==> config.mk <==
export PLATFORM = sky130hd
export DESIGN_NAME = serial_adder
export DESIGN_NICKNAME = d
export VERILOG_FILES = /design/src/rtl/serial_adder.sv
export SDC_FILE = /design/constraint.sdc
export NUM_CORES = 1
export LEC_CHECK = 0
export ABC_AREA = 1
export ABC_CLOCK_PERIOD_IN_PS = 2700
export CAP_MARGIN = 20
export CORE_MARGIN = 5
export CORE_UTILIZATION = 55
export DETAILED_ROUTE_END_ITERATION = 7
export PLACE_DENSITY = 0.87
export SETUP_SLACK_MARGIN = 0.2
export SYNTH_ARGS = -nofsm -noshare
export SYNTH_HDL_FRONTEND = slang
export SYNTH_SLANG_ARGS = --single-unit
export TNS_END_PERCENT = 30
==> constraint.sdc <==
create_clock -name clk -period 2.7 [get_ports clk]
set_clock_uncertainty 0.15 [all_clocks]
set_input_delay 0.675 -clock clk [delete_from_list [all_inputs] [get_ports clk]]
set_output_delay 0.675 -clock clk [all_outputs]
set_load 0.02 [all_outputs]
==> src/rtl/serial_adder.sv <==
// Bit-serial WIDTH-bit adder, LSB first: one sum bit per clock from a two-half-adder
// full-adder slice with a carry flip-flop, and a start/busy/done handshake.
module serial_adder #(
  parameter int WIDTH = 8
) (
  input  logic             clk,
  input  logic             reset_n,
  input  logic             start,
  input  logic [WIDTH-1:0] a,
  input  logic [WIDTH-1:0] b,
  input  logic             cin,
  output logic             busy,
  output logic             done,
  output logic [WIDTH-1:0] sum,
  output logic             cout
);

  localparam int CW = $clog2(WIDTH);

  typedef enum logic {
    IDLE,
    RUN
  } state_e;

  state_e           state_q, state_d;
  logic [WIDTH-1:0] sa_q, sa_d;
  logic [WIDTH-1:0] sb_q, sb_d;
  logic [WIDTH-1:0] psum_q, psum_d;
  logic [WIDTH-1:0] sum_q, sum_d;
  logic [CW-1:0]    cnt_q, cnt_d;
  logic             carry_q, carry_d;
  logic             cout_q, cout_d;
  logic             done_q, done_d;

  logic partS1, partC1, sBit, partC2, carryNext;

  // Full-adder slice: half-adder 1 on the operand bits, half-adder 2 folds in the carry FF.
  assign partS1    = sa_q[0] ^ sb_q[0];
  assign partC1    = sa_q[0] & sb_q[0];
  assign sBit      = partS1 ^ carry_q;
  assign partC2    = partS1 & carry_q;
  assign carryNext = partC1 | partC2;

  always_comb begin
    state_d = state_q;
    sa_d    = sa_q;
    sb_d    = sb_q;
    psum_d  = psum_q;
    sum_d   = sum_q;
    cnt_d   = cnt_q;
    carry_d = carry_q;
    cout_d  = cout_q;
    done_d  = 1'b0;
    case (state_q)
      IDLE: begin
        if (start) begin
          state_d = RUN;
          sa_d    = a;
          sb_d    = b;
          carry_d = cin;
          psum_d  = '0;
          cnt_d   = '0;
        end
      end
      RUN: begin
        sa_d    = sa_q >> 1;
        sb_d    = sb_q >> 1;
        carry_d = carryNext;
        psum_d  = {sBit, psum_q[WIDTH-1:1]};
        cnt_d   = cnt_q + CW'(1);
        // Last bit: after WIDTH right-shifts the first generated bit has reached bit 0.
        if (cnt_q == CW'(WIDTH - 1)) begin
          sum_d   = {sBit, psum_q[WIDTH-1:1]};
          cout_d  = carryNext;
          done_d  = 1'b1;
          state_d = IDLE;
        end
      end
      default: state_d = IDLE;
    endcase
  end

  always_ff @(posedge clk or negedge reset_n) begin
    if (!reset_n) begin
      state_q <= IDLE;
      sa_q    <= '0;
      sb_q    <= '0;
      psum_q  <= '0;
      sum_q   <= '0;
      cnt_q   <= '0;
      carry_q <= 1'b0;
      cout_q  <= 1'b0;
      done_q  <= 1'b0;
    end else begin
      state_q <= state_d;
      sa_q    <= sa_d;
      sb_q    <= sb_d;
      psum_q  <= psum_d;
      sum_q   <= sum_d;
      cnt_q   <= cnt_d;
      carry_q <= carry_d;
      cout_q  <= cout_d;
      done_q  <= done_d;
    end
  end

  assign busy = (state_q == RUN);
  assign done = done_q;
  assign sum  = sum_q;
  assign cout = cout_q;

endmodule

# Yosys cells after proc, flatten, opt, wreduce, memory -nomap -nowiden
# Cells that the tools add are included.
# word_totals
regBits	39
input_bits	20
out_inout_bits	11
wordCells	34
# op_classes
n_addsub	1
eq_ne	2
n_mux	15
bitwise_logic	6
n_reduce_logical	1
# op_table
cell	n
$pmux W8 S2	3
$mux W8	3
$pmux W3 S2	1
$mux W1	5
$pmux W1 S2	2
$add A3 B1 Y3 const B	1
$eq A3 B3 Y1 const B	1
$mux W3	1
$and A1 B1 Y1	2
$ne A2 B2 Y1 const B	1
$reduce_and A2 Y1	1
$xor A1 B1 Y1	2
$not A1 Y1	1
$or A1 B1 Y1	1

# Logic depth before layout (Yosys ltp)
# depth
word_depth	4
ltp_mapped	6
ltp_nobuf	6

# Least setup slack after synthesis
# No wires, ideal clock.
# synth_path
kind	in2reg
start	input start
end	register sa_q[0]
setup_ns	0.068
arrival_ns	1.231
required_time_ns	2.482
slack_ns	1.251
stages	5
n_path_buf	2
cell_sequence	buf_6 > nor2_4 > buf_4 > nand2_1 > nand3_1
# synth_between
elab_chain_len	1
# synth_lines
element	line	rtl
from (decl)	8	input logic start,
$ne A2 B2 Y1 (no line)	--	
to (signal assigned)	86	sa_q <= '0;
to (signal assigned)	96	sa_q <= sa_d;
to (decl)	26	logic [WIDTH-1:0] sa_q, sa_d;
# No other way between the ends.
# A chain may end at the register's enable or synchronous reset.

# Worst setup path after layout
# layout_path
start	register cout_q (netlist: cout)
end	output cout
# layout_rtl
element	line	rtl
from (decl)	32	logic cout_q, cout_d;
from (signal assigned)	102	cout_q <= cout_d;
to (decl)	15	output logic cout
# No word-level cell between the ends.

==> flow_summary.toml <==
[run_status]
status = "finished clean"

[grt]
grt_start_max_net_pins = 39
grt_pass1_wl_um = 5510
grt-ovfl-total = 0
groute.usage.overall = 0.169
antenna_found_initial = 0
grt_pass1_vias = 1187

[critical_path]
worstPathMaxFanout = 2
reg2reg_from = "busy$_DFF_PN0_"
required_ns = 1.88
cp_top_family = "buffers and inverters"
cpMaxStageDelayCell = "clkdlybuf4s50_1"
worstPathCellList = "clkdlybuf4s50_1"
cp-start-kind = "register"
endpoint_kind = "primary output"
r2r_end = "psum_q[5]$_DFFE_PN0P_"
rrSetupSlack_ns = 1.11
crit_buf_inv = 1
slowest_delay_ns = 0.61
critical_path_class = "register to primary output"
reg2regPathDepth = 4
arrival_ns = 1.31

[final_layout]
fillCellCount = 226
area.sequential_um2 = 951
areaGrowthSynthToFinish_pct = 19.3
num_antenna_cells = 0
drive_above_1_share = 0.109
final_nets = 224
finalCoreUtilization = 0.699
multi_input_area_um2 = 583

[synth]
yosysTopAreaCell = "dfrtp_1"
yosys-top-cells-area = "dfrtp_1, nand2_1, nand3_1"
synthArstFlopShare = 1.00
ys_ff_latch = 38
synth-main-ff-cell = "dfrtp_1"
yosys-top-cells-count = "nand2_1, dfrtp_1, nand3_1, o21ai_1, nand3_2"
synth_cell_types = 17
netlist_instances = 171
synth_edf_count = 0
ys_seq_area_frac = 0.578
ys_warn_count = 0
synth_nets = 194
syn_area_um2 = 1640
yosysMostFrequentCell = "nand2_1"
synth.top_cell.area_share = 0.578
syn_avg_cell_area_um2 = 9.61

[routing]
first_pass_iters = 4
viasPerCell = 5.36
ant_nets = 0
wl_um = 3070
drtIter0Drc = 87
vias = 1244
drc = 0
wl_per_cell_um = 13.2

[power_and_ir_drop]
total_power_mw = 1.97
powerDensity_nw_per_um2 = 1010
combPwrFrac = 0.398
pwr-share-seq = 0.467
ir_drop_mv = 0.475
p_int_mw = 1.21
p_leak_nw = 0.931
swShare = 0.384
p_switching_mw = 0.758
clockPowerShare = 0.135

[place]
dp_hpwl_um = 2190
io_buffers = 30
place.gp.congestion = 0.752

[floorplan]
rows = 19
coreArea_um2 = 2810
io-pin-count = 31
start_util = 0.586
die_area_um2 = 4180
fp.dieH_um = 64.7
die_w_um = 64.7

[clock_tree]
cts_buffers = 5
clockBufferDepth = 2
cts.htree.levels = 2
cts-resized-gates = 0
root_buffer = "clkbuf_4"
clk-insertion-delay-late_ns = 0.33
tritoncts = "yes"
postCtsHoldBufs = 0
clk_pin_slew_ns = 0.11
cts_num_sinks = 38
post_cts_buffers = 0

[timing]
rsz0062_at_grt = "no"
worst_hold_slack_ns = 0.271
finalSetupTns_ns = 0
finalSetupViolations = 0
fmax_ghz = 0.469
slew_headroom = 0.465
period_share = 0.790
finalHoldViolCount = 0
finalMaxSlewViolations = 0
min_period_ns = 2.13
tightest_slew_ns = 0.802

[worst_hold_path]
holdCritPathClass = "primary input to async pin"

[flow_run]
max_cap_violations = 0
worst max-delay path by stage:
stage | cells past startpoint | start | slack [ns] | endpoint
5_1_grt | 1 | sum[1]$_DFFE_PN0P_ | 0.52 | sum[1]
3_3_place_gp | 4 | start | 0.68 | cnt_q[0]$_DFFE_PN0P_
6_report | 1 | cout$_DFFE_PN0P_ | 0.57 | cout
2_1_floorplan | 5 | start | 1.25 | sa_q[0]$_DFFE_PN0P_
3_5_place_dp | 4 | start | 0.58 | psum_q[6]$_DFFE_PN0P_
4_1_cts | 1 | cout$_DFFE_PN0P_ | 0.55 | cout
state kept, by name, summed over array words and instances, names as in the netlist:
signal   cells
sb_q         8
sa_q         8
done         1
cout         1
psum_q       7
sum          8
busy         1
carry_q      1
cnt_q        3
metrics by stage:
| step | setup slack, ns | cell area [µm²] | std cells |
|---|---|---|---|
| floorplan | 1.25 | 1640 | 171 |
| global placement | 0.679 | 1920 | 225 |
| detailed placement | 0.577 | 1920 | 225 |
| CTS | 0.553 | 1960 | 232 |
| global route | 0.519 | 1960 | 232 |
| finish | 0.566 | 1960 | 232 |
logic make-up (layout without fill, tap and decap cells):
| logic type | Yosys count | in the layout | synth area share |
|---|---|---|---|
| DFF | 38 | 38 | 0.578 |
| buffers and inverters | 17 | 47 | 0.0670 |
| AOI/OAI and AO/OA | 13 | 13 | 0.0441 |
| adders and majority gates | 3 | 3 | 0.0274 |
| and+or+nand+nor | 100 | 100 | 0.283 |
power by group through the flow:
stage	registers (mW)	clock network, mW	logic (mW)
after global placement	0.920	0	0.755
after CTS	0.921	0.269	0.797
after floorplan	0.998	0	0.477
after detailed placement	0.931	0	0.794
after global routing	0.950	0.302	0.877
final	0.922	0.266	0.786
layer usage:
layer | global-route usage | part of all wire
met1 | 0.217 | 0.43
met2 | 0.282 | 0.51
met3 | 0.0449 | 0.050
met4 | 0.0475 | 0.010
met5 | 0 | 0
layout by cell type, fill, tap and decap left out:
master and instances:
nor2_1 1, nor2_4 1, clkbuf_1 2, nand2_2 1, o21ai_2 2, inv_2 1, nand3_1 24, nand3_2 8
o21ai_1 11, clkdlybuf4s50_1 29, inv_1 6, inv_4 1, nand2_1 65, fa_1 1, ha_1 2, buf_4 2
buf_2 1, dfrtp_1 38, clkbuf_4 5
layout make-up:
type,instances,share of cell area
multi-input combinational,116,0.297
timing repair buffer,32,0.158
inverter,8,0.0166
tap,31,0.0198
sequential,38,0.485
clock buffer,7,0.0230
Note: power is estimated with default switching activity, not from simulation.
